### config.mk
export PLATFORM = sky130hd
export DESIGN_NAME = uart_rx
export DESIGN_NICKNAME = d
export VERILOG_FILES = /design/src/rtl/uart_rx.sv
export SDC_FILE = /design/constraint.sdc
export NUM_CORES = 1
export LEC_CHECK = 0
export CAP_MARGIN = 15
export CORE_MARGIN = 2
export CORE_UTILIZATION = 55
export DETAILED_ROUTE_END_ITERATION = 6
export DONT_BUFFER_PORTS = 1
export GPL_ROUTABILITY_DRIVEN = 0
export HOLD_SLACK_MARGIN = 0.12
export PLACE_DENSITY = 0.71
export SETUP_SLACK_MARGIN = 0.5
export SYNTH_ARGS = -nofsm -noshare
export SYNTH_HDL_FRONTEND = slang
export SYNTH_SLANG_ARGS = --single-unit
### constraint.sdc
create_clock -name clk -period 3.4 [get_ports clk]
set_input_delay 0.68 -clock clk [delete_from_list [all_inputs] [get_ports clk]]
set_output_delay 0.68 -clock clk [all_outputs]
set_load 0.02 [all_outputs]
### src/rtl/uart_rx.sv
// UART receiver: 2-flop synchronizer, mid-bit sampling FSM and a one-entry holding register.
// Optional 3-sample majority glitch filter, enabled by defining UART_RX_GLITCH_FILTER_EN.
module uart_rx #(
  parameter int DATA_WIDTH = 8,
  parameter int BAUD_RATE  = 115200,
  parameter int CLK_FREQ   = 100_000_000
) (
  input  logic                  clk,
  input  logic                  rst,
  input  logic                  rxd,
  output logic [DATA_WIDTH-1:0] data,
  output logic                  valid,
  input  logic                  ready,
  output logic                  frame_err,
  output logic                  overrun,
  output logic                  busy,
  output logic [1:0]            state_o
);

  localparam int PULSE_WIDTH      = CLK_FREQ / BAUD_RATE;
  localparam int HALF_PULSE_WIDTH = PULSE_WIDTH / 2;
  localparam int CNT_W            = (PULSE_WIDTH > 1) ? $clog2(PULSE_WIDTH) : 1;
  localparam int IDX_W            = (DATA_WIDTH > 1) ? $clog2(DATA_WIDTH) : 1;

  localparam logic [CNT_W-1:0] CNT_FULL = CNT_W'(PULSE_WIDTH - 1);
  localparam logic [CNT_W-1:0] CNT_HALF = CNT_W'(HALF_PULSE_WIDTH - 1);
  localparam logic [IDX_W-1:0] IDX_LAST = IDX_W'(DATA_WIDTH - 1);

  typedef enum logic [1:0] {
    S_IDLE  = 2'd0,
    S_START = 2'd1,
    S_DATA  = 2'd2,
    S_STOP  = 2'd3
  } state_t;

  state_t                state_q, state_d;
  logic [CNT_W-1:0]      cnt_q, cnt_d;
  logic [IDX_W-1:0]      idx_q, idx_d;
  logic [DATA_WIDTH-1:0] shift_q, shift_d;
  logic [DATA_WIDTH-1:0] data_q, data_d;
  logic                  valid_q, valid_d;
  logic                  frame_err_q, frame_err_d;
  logic                  overrun_q, overrun_d;
  logic                  sync1_q, sync2_q;
  logic                  rxd_s;
  logic                  sample;

  always_ff @(posedge clk) begin
    if (rst) begin
      sync1_q <= 1'b1;
      sync2_q <= 1'b1;
    end else begin
      sync1_q <= rxd;
      sync2_q <= sync1_q;
    end
  end

  assign rxd_s = sync2_q;

`ifdef UART_RX_GLITCH_FILTER_EN
  // Majority of the current and two previous synchronized values rejects 1-cycle spikes.
  logic [1:0] filt_q;

  always_ff @(posedge clk) begin
    if (rst) begin
      filt_q <= 2'b11;
    end else begin
      filt_q <= {filt_q[0], rxd_s};
    end
  end

  assign sample = (rxd_s & filt_q[0]) | (rxd_s & filt_q[1]) | (filt_q[0] & filt_q[1]);
`else
  assign sample = rxd_s;
`endif

  always_comb begin
    state_d     = state_q;
    cnt_d       = cnt_q;
    idx_d       = idx_q;
    shift_d     = shift_q;
    data_d      = data_q;
    valid_d     = valid_q & ~ready;
    frame_err_d = 1'b0;
    overrun_d   = 1'b0;

    unique case (state_q)
      S_IDLE: begin
        if (!sample) begin
          state_d = S_START;
          cnt_d   = CNT_HALF;
        end
      end
      S_START: begin
        if (cnt_q == '0) begin
          if (!sample) begin
            state_d = S_DATA;
            cnt_d   = CNT_FULL;
            idx_d   = '0;
          end else begin
            state_d = S_IDLE;
          end
        end else begin
          cnt_d = cnt_q - 1'b1;
        end
      end
      S_DATA: begin
        if (cnt_q == '0) begin
          shift_d[idx_q] = sample;
          cnt_d          = CNT_FULL;
          if (idx_q == IDX_LAST) begin
            state_d = S_STOP;
          end else begin
            idx_d = idx_q + 1'b1;
          end
        end else begin
          cnt_d = cnt_q - 1'b1;
        end
      end
      S_STOP: begin
        // Leave mid-stop-bit so a back-to-back start edge is not missed.
        if (cnt_q == '0) begin
          state_d = S_IDLE;
          if (sample) begin
            if (!valid_q || ready) begin
              data_d  = shift_q;
              valid_d = 1'b1;
            end else begin
              overrun_d = 1'b1;
            end
          end else begin
            frame_err_d = 1'b1;
          end
        end else begin
          cnt_d = cnt_q - 1'b1;
        end
      end
      default: state_d = S_IDLE;
    endcase
  end

  always_ff @(posedge clk) begin
    if (rst) begin
      state_q     <= S_IDLE;
      cnt_q       <= '0;
      idx_q       <= '0;
      shift_q     <= '0;
      data_q      <= '0;
      valid_q     <= 1'b0;
      frame_err_q <= 1'b0;
      overrun_q   <= 1'b0;
    end else begin
      state_q     <= state_d;
      cnt_q       <= cnt_d;
      idx_q       <= idx_d;
      shift_q     <= shift_d;
      data_q      <= data_d;
      valid_q     <= valid_d;
      frame_err_q <= frame_err_d;
      overrun_q   <= overrun_d;
    end
  end

  assign data      = data_q;
  assign valid     = valid_q;
  assign frame_err = frame_err_q;
  assign overrun   = overrun_q;
  assign busy      = (state_q != S_IDLE);
  assign state_o   = state_q;

endmodule

==> impl_metrics.py <==
metrics = {
    "grt": {
        "grt_use_total_pct": 22.75,
        "largest_net_degree_at_the_start_of_global_routing": 39,
        "grt_first_pass_wirelength_mm": 7.362,
        "antenna_found_initial": 0,
        "vias_in_the_first_global_route": 1563,
        "globalRouteOverflowTotal": 0,
    },
    "pwr": {
        "leakagePower_nw": 0.7641,
        "maximum_vdd_ir_drop_mv": 0.3374,
        "power.density_nw_per_um2": 572.4,
    },
    "finish": {
        "drive_above_1_share_pct": 10.00,
        "areaGrowthSynthToFinish_pct": 2.886,
        "layout_commonest_cell": "sky130_fd_sc_hd__dfxtp_1",
        "finalNetCount": 232,
        "mostFrequentLayoutCells": "36 x sky130_fd_sc_hd__dfxtp_1, 22 x sky130_fd_sc_hd__a21oi_1, 17 x sky130_fd_sc_hd__nand3_1",
        "antenna-diode-count": 0,
    },
    "yosys": {
        "synth.yosys.seq_area_share_pct": 36.14,
        "synth.distinct_cells": 53,
        "yosys_warnings": 0,
        "number_of_flops_mapped_to_enable_cells_by_yosys": 0,
        "asyncSetResetFlopFracSynth_pct": 0,
        "synth_seq_cells": 36,
        "syn_inst": 228,
        "syn_nets": 241,
        "ys_dominant_reg_cell": "sky130_fd_sc_hd__dfxtp_1",
        "syn-cell-area_sq_um": 1994,
        "avgSynthCellArea_sq_um": 8.747,
    },
    "critical_path": {
        "critical_path.startpoint_type": "flop",
        "timing.critical_path.from": "cnt_q[2]",
        "critical_path.max_fanout": 19,
        "critical_path.reg2reg.startpoint": "cnt_q[2]",
        "critPathRequiredTime_ns": 3.66,
        "crit_arrival_ns": 2.56,
        "cp-end-kind": "flop",
        "timing.setup.critical_path_class": "reg2reg",
    },
    "sta": {
        "worst_hold_slack_after_final_layout_ns": 0.3965,
        "worst_slack_ns": 1.100,
        "final-max-slew-violation-count": 0,
        "post-route-period-util_pct": 67.65,
        "final.setup.tns_ns": 0,
        "rsz0062_at_grt": "no",
        "relSlewSlack_pct": 52.15,
        "achievable-frequency_ghz": 0.4348,
        "timing_worst_slew_pin_value_ns": 0.7154,
        "setup_viol_count_final": 0,
        "fin_worst_skew_ns": 0.009945,
        "min_period_ns": 2.300,
        "timing_hold_violations_final": 0,
    },
    "drt": {
        "vias_per_cell": 6.380,
        "route.vias.total": 1697,
        "drtPass1Iterations": 4,
        "detailedRoute.firstIterationViolations": 115,
        "drt-total-wl_mm": 4.289,
        "antenna_left": 0,
        "drt_drc_violations_left": 0,
        "post_drt_wl_per_cell_um": 16.12,
    },
    "clock_network": {
        "clock_tree.htree_level_count": 2,
        "ctsHoldBuffers": 0,
        "clk_transition_reported_paths_ns": 0.11,
        "post_cts.repair.setup_buffers": 0,
        "clk_root_buffer_cell": "sky130_fd_sc_hd__clkbuf_4",
        "cts.path.max_buffers": 2,
        "clock_sink_count": 36,
        "tritoncts_buffers": 5,
        "tritoncts": "yes",
        "cts.repair.resized": 0,
        "clock_insertion_delay_worst_skew_ns": 0.35,
    },
    "floorplanning": {
        "die-area_sq_um": 4124,
        "design.portCount": 18,
        "die_h_um": 64.22,
        "fp.coreArea_sq_um": 3416,
        "rows": 21,
        "die_width_um": 64.22,
        "initial_utilization_pct": 58.39,
    },
    "worst_hold_path": {
        "hp-class": "in2reg",
        "hp-start": "rst",
    },
    "placed_design": {
        "dp_slack_ns": 1.150,
        "buffer_ports.inserted": 0,
        "dp.final_hpwl_mm": 2.993,
    },
    "run": {
        "max-cap-violations": 0,
    },
    "run_status": {
        "status": "finished clean",
    },
}
-- stage by stage --
stage          power (mW)  util, %  instance area, sq um  std cells
2_1_floorplan      0.8237        -                  1994        228
3_3_place_gp       0.8622    57.84                  1976        258
3_5_place_dp       0.8737    57.84                  1976        258
4_1_cts             1.172    60.07                  2052        266
5_1_grt             1.235    60.07                  2052        266
6_report            1.174    60.07                  2052        266
-- cells in the mapped netlist (3+ instances only) --
cell type,number,share of area (%)
sky130_fd_sc_hd__a21oi_1,22,5.5
sky130_fd_sc_hd__nand2b_1,11,3.5
sky130_fd_sc_hd__nor3_1,5,1.3
sky130_fd_sc_hd__nand2_1,8,1.5
sky130_fd_sc_hd__or2_2,4,1.3
sky130_fd_sc_hd__mux2i_1,7,3.5
sky130_fd_sc_hd__nor2_1,10,1.9
sky130_fd_sc_hd__a21o_1,3,1.1
sky130_fd_sc_hd__or3_1,5,1.6
sky130_fd_sc_hd__nor2b_1,3,0.94
sky130_fd_sc_hd__nor4_1,3,0.94
sky130_fd_sc_hd__dfxtp_1,36,36
sky130_fd_sc_hd__ha_1,9,5.6
sky130_fd_sc_hd__o22ai_1,3,0.94
sky130_fd_sc_hd__buf_2,4,1.0
sky130_fd_sc_hd__nand3_1,17,4.3
sky130_fd_sc_hd__inv_1,8,1.5
sky130_fd_sc_hd__nand4_1,4,1.3
sky130_fd_sc_hd__clkbuf_1,11,2.1
sky130_fd_sc_hd__o21ai_0,13,3.3
-- flip-flops by register name, indices dropped and copies added (netlist names), named ones only --
signal / cells
frame_err: 1
overrun: 1
cnt_q: 10
shift_q: 8
rxd_s: 1
sync1_q: 1
state_o: 1
idx_q: 3
data: 8
valid: 1
-- routing by layer --
layer	vias up	GRT usage (%)	part of all wire, %
li1	828	-	-
met1	813	30.88	46
met2	49	36.07	47
met3	7	4.754	5.5
met4	0	7.447	1.4
met5	-	0	0
-- worst max-delay path, stage by stage (launching register included) --
cell and delay [ns]:
sky130_fd_sc_hd__dfxtp_1 0.39, sky130_fd_sc_hd__or3_1 0.60, sky130_fd_sc_hd__nor3_4 0.69, sky130_fd_sc_hd__a21oi_1 0.25
sky130_fd_sc_hd__a311oi_2 0.28
-- worst paths after layout --
check              to  slack [ns]  cells past startpoint
min reg2reg     rxd_s        0.42                      1
max          cnt_q[5]        1.10                      4
min          cnt_q[0]        0.40                      1
max reg2reg  cnt_q[5]        1.10                      4
-- logic make-up (layout without fill, tap and decap cells) --
kind of cell	after synthesis	in the layout	share of synthesized area, %
buffers and inverters	25	17	5.709
DFF	36	36	36.14
muxes	7	7	3.513
and+or+nand+nor	86	86	26.29
adders and majority gates	9	9	5.646
AOI/OAI and AO/OA	65	65	22.71
-- power breakdown --
group | switching (mW) | total (mW) | internal (mW)
clock network | 0.148 | 0.302 | 0.154
registers | 0.0363 | 0.478 | 0.441
logic | 0.257 | 0.394 | 0.137
total | 0.442 | 1.17 | 0.733
-- cell type report --
| type | count | area [sq um] |
|---|---|---|
| fillers | 319 | 1364 |
| multi-input cells | 167 | 1160 |
| repair buffers | 1 | 7.507 |
| clock buffers | 6 | 41.29 |
| clock inverters | 2 | 35.03 |
| flip-flops and latches | 36 | 720.7 |
| well taps | 46 | 57.56 |
| inverters | 8 | 30.03 |
(Power assumes the default switching activity.)
